<file path="src/rtl/mux2_arb_pkg.sv">
// Shared definitions for the two-requester mux arbiter: FSM state encoding
// and the default hold limit.
package mux2_arb_pkg;

    typedef enum logic [1:0] {
        IDLE = 2'b00,
        G0   = 2'b01,
        G1   = 2'b10
    } state_t;

    localparam int HOLD_MAX_DEFAULT = 4;

endpackage

</file>
<file path="src/rtl/mux2_arb_mux.sv">
// Existing single-bit 2:1 multiplexer used as the shared datapath of the arbiter.
// s=0 passes I0, s=1 passes I1.
module MUX2T1_1 (
    input  logic I0,
    input  logic I1,
    input  logic s,
    output logic out
);

    assign out = s ? I1 : I0;

endmodule

</file>
<file path="src/rtl/mux2_arb.sv">
// Round-robin arbiter for two requesters sharing one 2:1 mux datapath.
// Define MUX2_ARB_HOLD_LIMIT_EN to compile in the hold counter and forced hand-over.
module mux2_arb
    import mux2_arb_pkg::*;
#(
    parameter int HOLD_MAX = HOLD_MAX_DEFAULT
) (
    input  logic clk,
    input  logic rst,
    input  logic req0,
    input  logic req1,
    input  logic I0,
    input  logic I1,
    output logic gnt0,
    output logic gnt1,
    output logic s,
    output logic out,
    output logic valid
);

    state_t state;
    state_t next_state;
    logic   last_gnt;
    logic   hold_expired;

`ifdef MUX2_ARB_HOLD_LIMIT_EN
    localparam logic [3:0] HOLD_LIM = 4'(HOLD_MAX);

    logic [3:0] hold_cnt;

    // Counts granted cycles of the current grant; restarts at 1 whenever a new grant begins.
    always_ff @(posedge clk) begin
        if (rst) begin
            hold_cnt <= 4'd0;
        end else if (next_state == IDLE) begin
            hold_cnt <= 4'd0;
        end else if (next_state != state) begin
            hold_cnt <= 4'd1;
        end else if (hold_cnt != HOLD_LIM) begin
            hold_cnt <= hold_cnt + 4'd1;
        end
    end

    assign hold_expired = (hold_cnt == HOLD_LIM);
`else
    assign hold_expired = 1'b0;
`endif

    // last_gnt remembers who was granted most recently, so a tie in IDLE goes to the other side.
    always_comb begin
        next_state = state;
        case (state)
            IDLE: begin
                if (req0 && req1) begin
                    next_state = last_gnt ? G0 : G1;
                end else if (req0) begin
                    next_state = G0;
                end else if (req1) begin
                    next_state = G1;
                end
            end
            G0: begin
                if (!req0) begin
                    next_state = req1 ? G1 : IDLE;
                end else if (hold_expired && req1) begin
                    next_state = G1;
                end
            end
            G1: begin
                if (!req1) begin
                    next_state = req0 ? G0 : IDLE;
                end else if (hold_expired && req0) begin
                    next_state = G0;
                end
            end
            default: next_state = IDLE;
        endcase
    end

    // Select holds its last value while idle so the datapath does not toggle needlessly.
    always_ff @(posedge clk) begin
        if (rst) begin
            state    <= IDLE;
            last_gnt <= 1'b1;
            s        <= 1'b0;
            valid    <= 1'b0;
        end else begin
            state <= next_state;
            valid <= (next_state != IDLE);
            if (next_state == G0) begin
                last_gnt <= 1'b0;
                s        <= 1'b0;
            end else if (next_state == G1) begin
                last_gnt <= 1'b1;
                s        <= 1'b1;
            end
        end
    end

    assign gnt0 = (state == G0);
    assign gnt1 = (state == G1);

    MUX2T1_1 u_mux (
        .I0  (I0),
        .I1  (I1),
        .s   (s),
        .out (out)
    );

endmodule

</file>
<file path="config.mk">
export PLATFORM = sky130hd
export DESIGN_NAME = mux2_arb
export DESIGN_NICKNAME = d
export VERILOG_FILES = /design/src/rtl/mux2_arb_pkg.sv /design/src/rtl/mux2_arb_mux.sv /design/src/rtl/mux2_arb.sv
export SDC_FILE = /design/constraint.sdc
export NUM_CORES = 1
export LEC_CHECK = 0
export BUFFER_PORTS_ARGS = -buffer_cell sky130_fd_sc_hd__buf_2
export CELL_PAD_IN_SITES_DETAIL_PLACEMENT = 1
export CELL_PAD_IN_SITES_GLOBAL_PLACEMENT = 1
export CORE_AREA = 8 8 45 47
export CTS_BUF_LIST = sky130_fd_sc_hd__clkbuf_16
export CTS_CLUSTER_DIAMETER = 60
export CTS_CLUSTER_SIZE = 14
export DETAILED_ROUTE_END_ITERATION = 6
export DIE_AREA = 0 0 53 55
export HOLD_SLACK_MARGIN = 0.12
export PLACE_DENSITY = 0.54
export SETUP_SLACK_MARGIN = 0.02
export SLEW_MARGIN = 20
export SYNTH_ARGS = -nofsm -noshare
export SYNTH_HDL_FRONTEND = slang
export SYNTH_HIERARCHICAL = 1
export SYNTH_SLANG_ARGS = --single-unit
</file>
<file path="constraint.sdc">
create_clock -name clk -period 1.8 [get_ports clk]
set_input_delay 0.18 -clock clk [delete_from_list [all_inputs] [get_ports clk]]
set_output_delay 0.18 -clock clk [all_outputs]
set_load 0.02 [all_outputs]
</file>
---- Word-level counts from Yosys, hierarchy flattened ----
Cells that the tools add are included.
cells by class
  eq/ne operators ......................... 4
  muxes and demuxes ....................... 12
  reduce and logical (&&, ||, !) cells .... 5
operators with widths
  cell                                                  count
  2-to-1 mux 2 bit                                      7
  case mux 2 bit (3 select lines)                       1
  equality test 2 x 1 -> 1 bit (second input constant)  2
  equality test 2 bit (second input constant)           2
  2-to-1 mux 1 bit                                      4
  nonzero test 2 bit                                    2
  zero test 2 bit                                       1
  OR reduction 2 bit                                    1
  logical AND 1 bit                                     1
storage, ports and cells
  register bits after elaboration ......... 5
  input port bits ......................... 6
  output and inout port bits .............. 5
  word-level logic and storage cells ...... 25

---- Logic depth before layout (Yosys ltp) ----
  depth after elaboration ................. 7
  mapped depth ............................ 7
  mapped depth without buffers ............ 7

---- By module ----
Netlist, hierarchy kept.
modules (own cells, without submodules)
  module    instances  cells an instance  area each (sq um)  seq. area each (sq um)
  mux2_arb  1          27                 250.2              100.1
  MUX2T1_1  1          1                  15.0               0.0

---- Least setup slack after synthesis ----
No wires, ideal clock.
  path kind ............................... reg2reg
  from .................................... register state[1]
  to ...................................... register last_gnt
  setup time .............................. 117 ps
  arrival ................................. 1117 ps
  required time ........................... 1683 ps
  slack ................................... 565 ps
  cell stages (with the launch flop) ...... 6
  path buffers ............................ 0
  clock period less this slack ............ 1235 ps
  cell sequence ........................... dfxtp_1 -> o21ba_1 -> o21ai_2 -> ha_1 -> o21ai_0 -> nand2b_1
on the way
  cells in the longest elaborated chain, start to end .. 6
  elaborated cells on any way between the ends .. 13
  those cells by class .................... 4 x eq/ne; 7 x mux; 2 x reduce/logical
RTL lines
  element                                                                     line                            text
  start, declared                                                             mux2_arb.sv:21                  state_t state;
  start signal, assigned                                                      mux2_arb.sv:88                  state <= next_state;
  2-to-1 mux 2 bit                                                            mux2_arb.sv:58                  end else if (req1) begin
  2-to-1 mux 2 bit                                                            mux2_arb.sv:56                  end else if (req0) begin
  2-to-1 mux 2 bit                                                            mux2_arb.sv:54                  if (req0 && req1) begin
  case mux 2 bit (3 select lines) *                                           mux2_arb.sv:52                  case (state)
  equality test 2 x 1 -> 1 bit / equality test 2 bit (equally long branches)  mux2_arb.sv:90, mux2_arb.sv:93
  2-to-1 mux 1 bit / nonzero test 2 bit (equally long branches)               --
  end signal, assigned                                                        mux2_arb.sv:84                  last_gnt <= 1'b1;
  end signal, assigned                                                        mux2_arb.sv:91                  last_gnt <= 1'b0;
  end signal, assigned                                                        mux2_arb.sv:94                  last_gnt <= 1'b1;
  end, declared                                                               mux2_arb.sv:23                  logic last_gnt;
Every way passes the cells marked *; elsewhere a longest branch is shown, timed or not.
A chain may end at the register's enable or synchronous reset.

---- Worst setup path in the final report ----
Ends and elaborated chain as after synthesis.

==> metrics.csv <==
metric,value,unit
drtPass1Iterations,1,
die_y,55,um
synth_common_cells,"5 x dfxtp_1, 5 x nor2_1, 3 x ha_1",
finalSetupViolCount,0,
hpwl,486,um
peakVddDrop,0.000423,V
fin_setup_tns,0,ns
power,559,uW
worstPathArrival,1.48,ns
hold_buffers,0,
fin_nets,52,
slew_headroom,85.9,%
drive_gt1_share,40.5,%
post-route-drc-count,0,
cts_resized,0,
yosys_warnings,6,
grt_max_degree,6,
synth.largest_area_cell,dfxtp_1,
first_global_vias,263,
worstHoldPathType,in -> reg,
synth_cell_types,15,
ys_top_cells_by_area,"dfxtp_1 38%, ha_1 14%, nor2_1 7.1%, mux2_4 5.7%, nand2b_1 4.7%",
syn_area,265,um2
finalCritPeriodShare,75.7,%
ys.flop_type,dfxtp_1,
routed-wl-met2,279,um
max_freq,0.734,GHz
wl_per_cell,10.7,um
crit_type,reg -> reg,
wl_met3,45,um
viasPerCell,4.14,
drv_slew,0,
vias,240,
wl,619,um
grt_use_total,5.80,%
worstMarginPinSlew,0.212,ns
grt_pass1_wl,1100,um
die_area,2920,um2
power-per-cell-area,1350,nW/um2
clock_latency,0.23,ns
clk_pin_slew,0.03,ns
syn_inst,28,
cts_tree,yes,
synth_seq_cells,5,
ant_nets,0,
hold_viol,0,
die_w,53,um
gr-total-overflow,0,
m1WireLength,244,um
post_cts_buffers,0,
area_growth,56.1,%
leakagePower,0.215,nW
synth-edff-count,0,
clock_path_buffers,2,
yosysSeqAreaShare,37.7,%
crit_required,1.91,ns
rsz0062_at_grt,no,
coreArea,1380,um2
numCtsBuffers,3,
grt_antenna_before_repair,0,
min_period,1.36,ns
diodes,0,
avgSynthCellArea,9.47,um2
place.gp.congestion,0.711,
cp-end-kind,register,
start_util,19.2,%
drt_iter0_drc,0,
status,completed,
async_flop_share,0,%
cp_max_fo,5,
syn_nets,37,
rows,14,
io_buffer_count,10,
io_pins,11,
cts-root-buf,clkbuf_16,
synthDominantCellAreaShare,37.7,%
ctsHtreeMaxLevel,1,
finClkSkew,0.000808,ns
cts_sinks,5,
maxCapViolations,0,
dr.max_layer_used,met4,
start_kind,register,
[kinds of logic after synthesis]
kind of cell,count (synthesis),share of synthesized area (%)
AND/OR/NAND/NOR,13,27.4
flip-flops,5,37.7
AO/OA/AOI/OAI,4,12.3
adder cells (fa/ha/maj),3,14.2
buffers and inverters,2,2.83
multiplexers,1,5.66
[placed cells by master, fill, tap and decap left out]
cell / count
buf_2: 10
nor2_1: 5
dfxtp_1: 5
inv_1: 3
ha_1: 3
clkbuf_16: 3
nand2b_1: 2
nor2b_1: 2
nor3b_2: 1
a21oi_2: 1
and2b_1: 1
o21ba_1: 1
o21ai_2: 1
nand2_1: 1
o21ai_0: 1
nor3_1: 1
mux2_4: 1
[registers in the layout, indices dropped and copies added, names as in the netlist]
signal and cells:
last_gnt 1, s 1, state 2, valid 1
[cell type report]
class | count | area [um2]
inverters | 2 | 7.51
multi-input cells | 21 | 158
well taps | 16 | 20.0
clock buffers | 3 | 75.1
fillers | 168 | 970
repair buffers | 10 | 50.0
flip-flops and latches | 5 | 100
clock inverters | 1 | 3.75
[through the flow]
stage	hold WS, ns	instances	utilization, %	setup WS [ns]	area (um2)
floorplan	0.247	28	-	0.565	265
global placement	0.414	54	24.2	0.450	335
detailed placement	0.406	54	24.2	0.415	335
CTS	0.185	58	29.9	0.393	414
global route	0.215	58	29.9	0.275	414
finish	0.181	58	29.9	0.437	414
[final timing paths]
kind | start | endpoint | slack (ns) | depth (start not counted)
setup / recovery | state[1] | last_gnt | 0.44 | 5
hold / removal | rst | state[1] | 0.18 | 2
setup reg to reg | state[1] | last_gnt | 0.44 | 5
hold reg to reg | s | s | 0.54 | 2
[power by group]
group / switching (mW) / total [mW] / internal, mW
Combinational: 0.0406 / 0.0729 / 0.0323
Sequential: 0.00763 / 0.129 / 0.121
Clock: 0.0703 / 0.358 / 0.287
Total: 0.118 / 0.559 / 0.441
[critical path, stage by stage, from the launching register on]
cell and delay [ns]:
dfxtp_1 0.37, o21ba_1 0.17, o21ai_2 0.20, ha_1 0.28, o21ai_0 0.17, nand2b_1 0.07
[layer usage]
| layer | track usage, % | up-vias |
|---|---|---|
| li1 | - | 118 |
| met1 | 5.02 | 107 |
| met2 | 8.20 | 10 |
| met3 | 1.87 | 5 |
| met4 | 10.3 | 0 |
| met5 | 0 | - |
(Power assumes the default switching activity.)
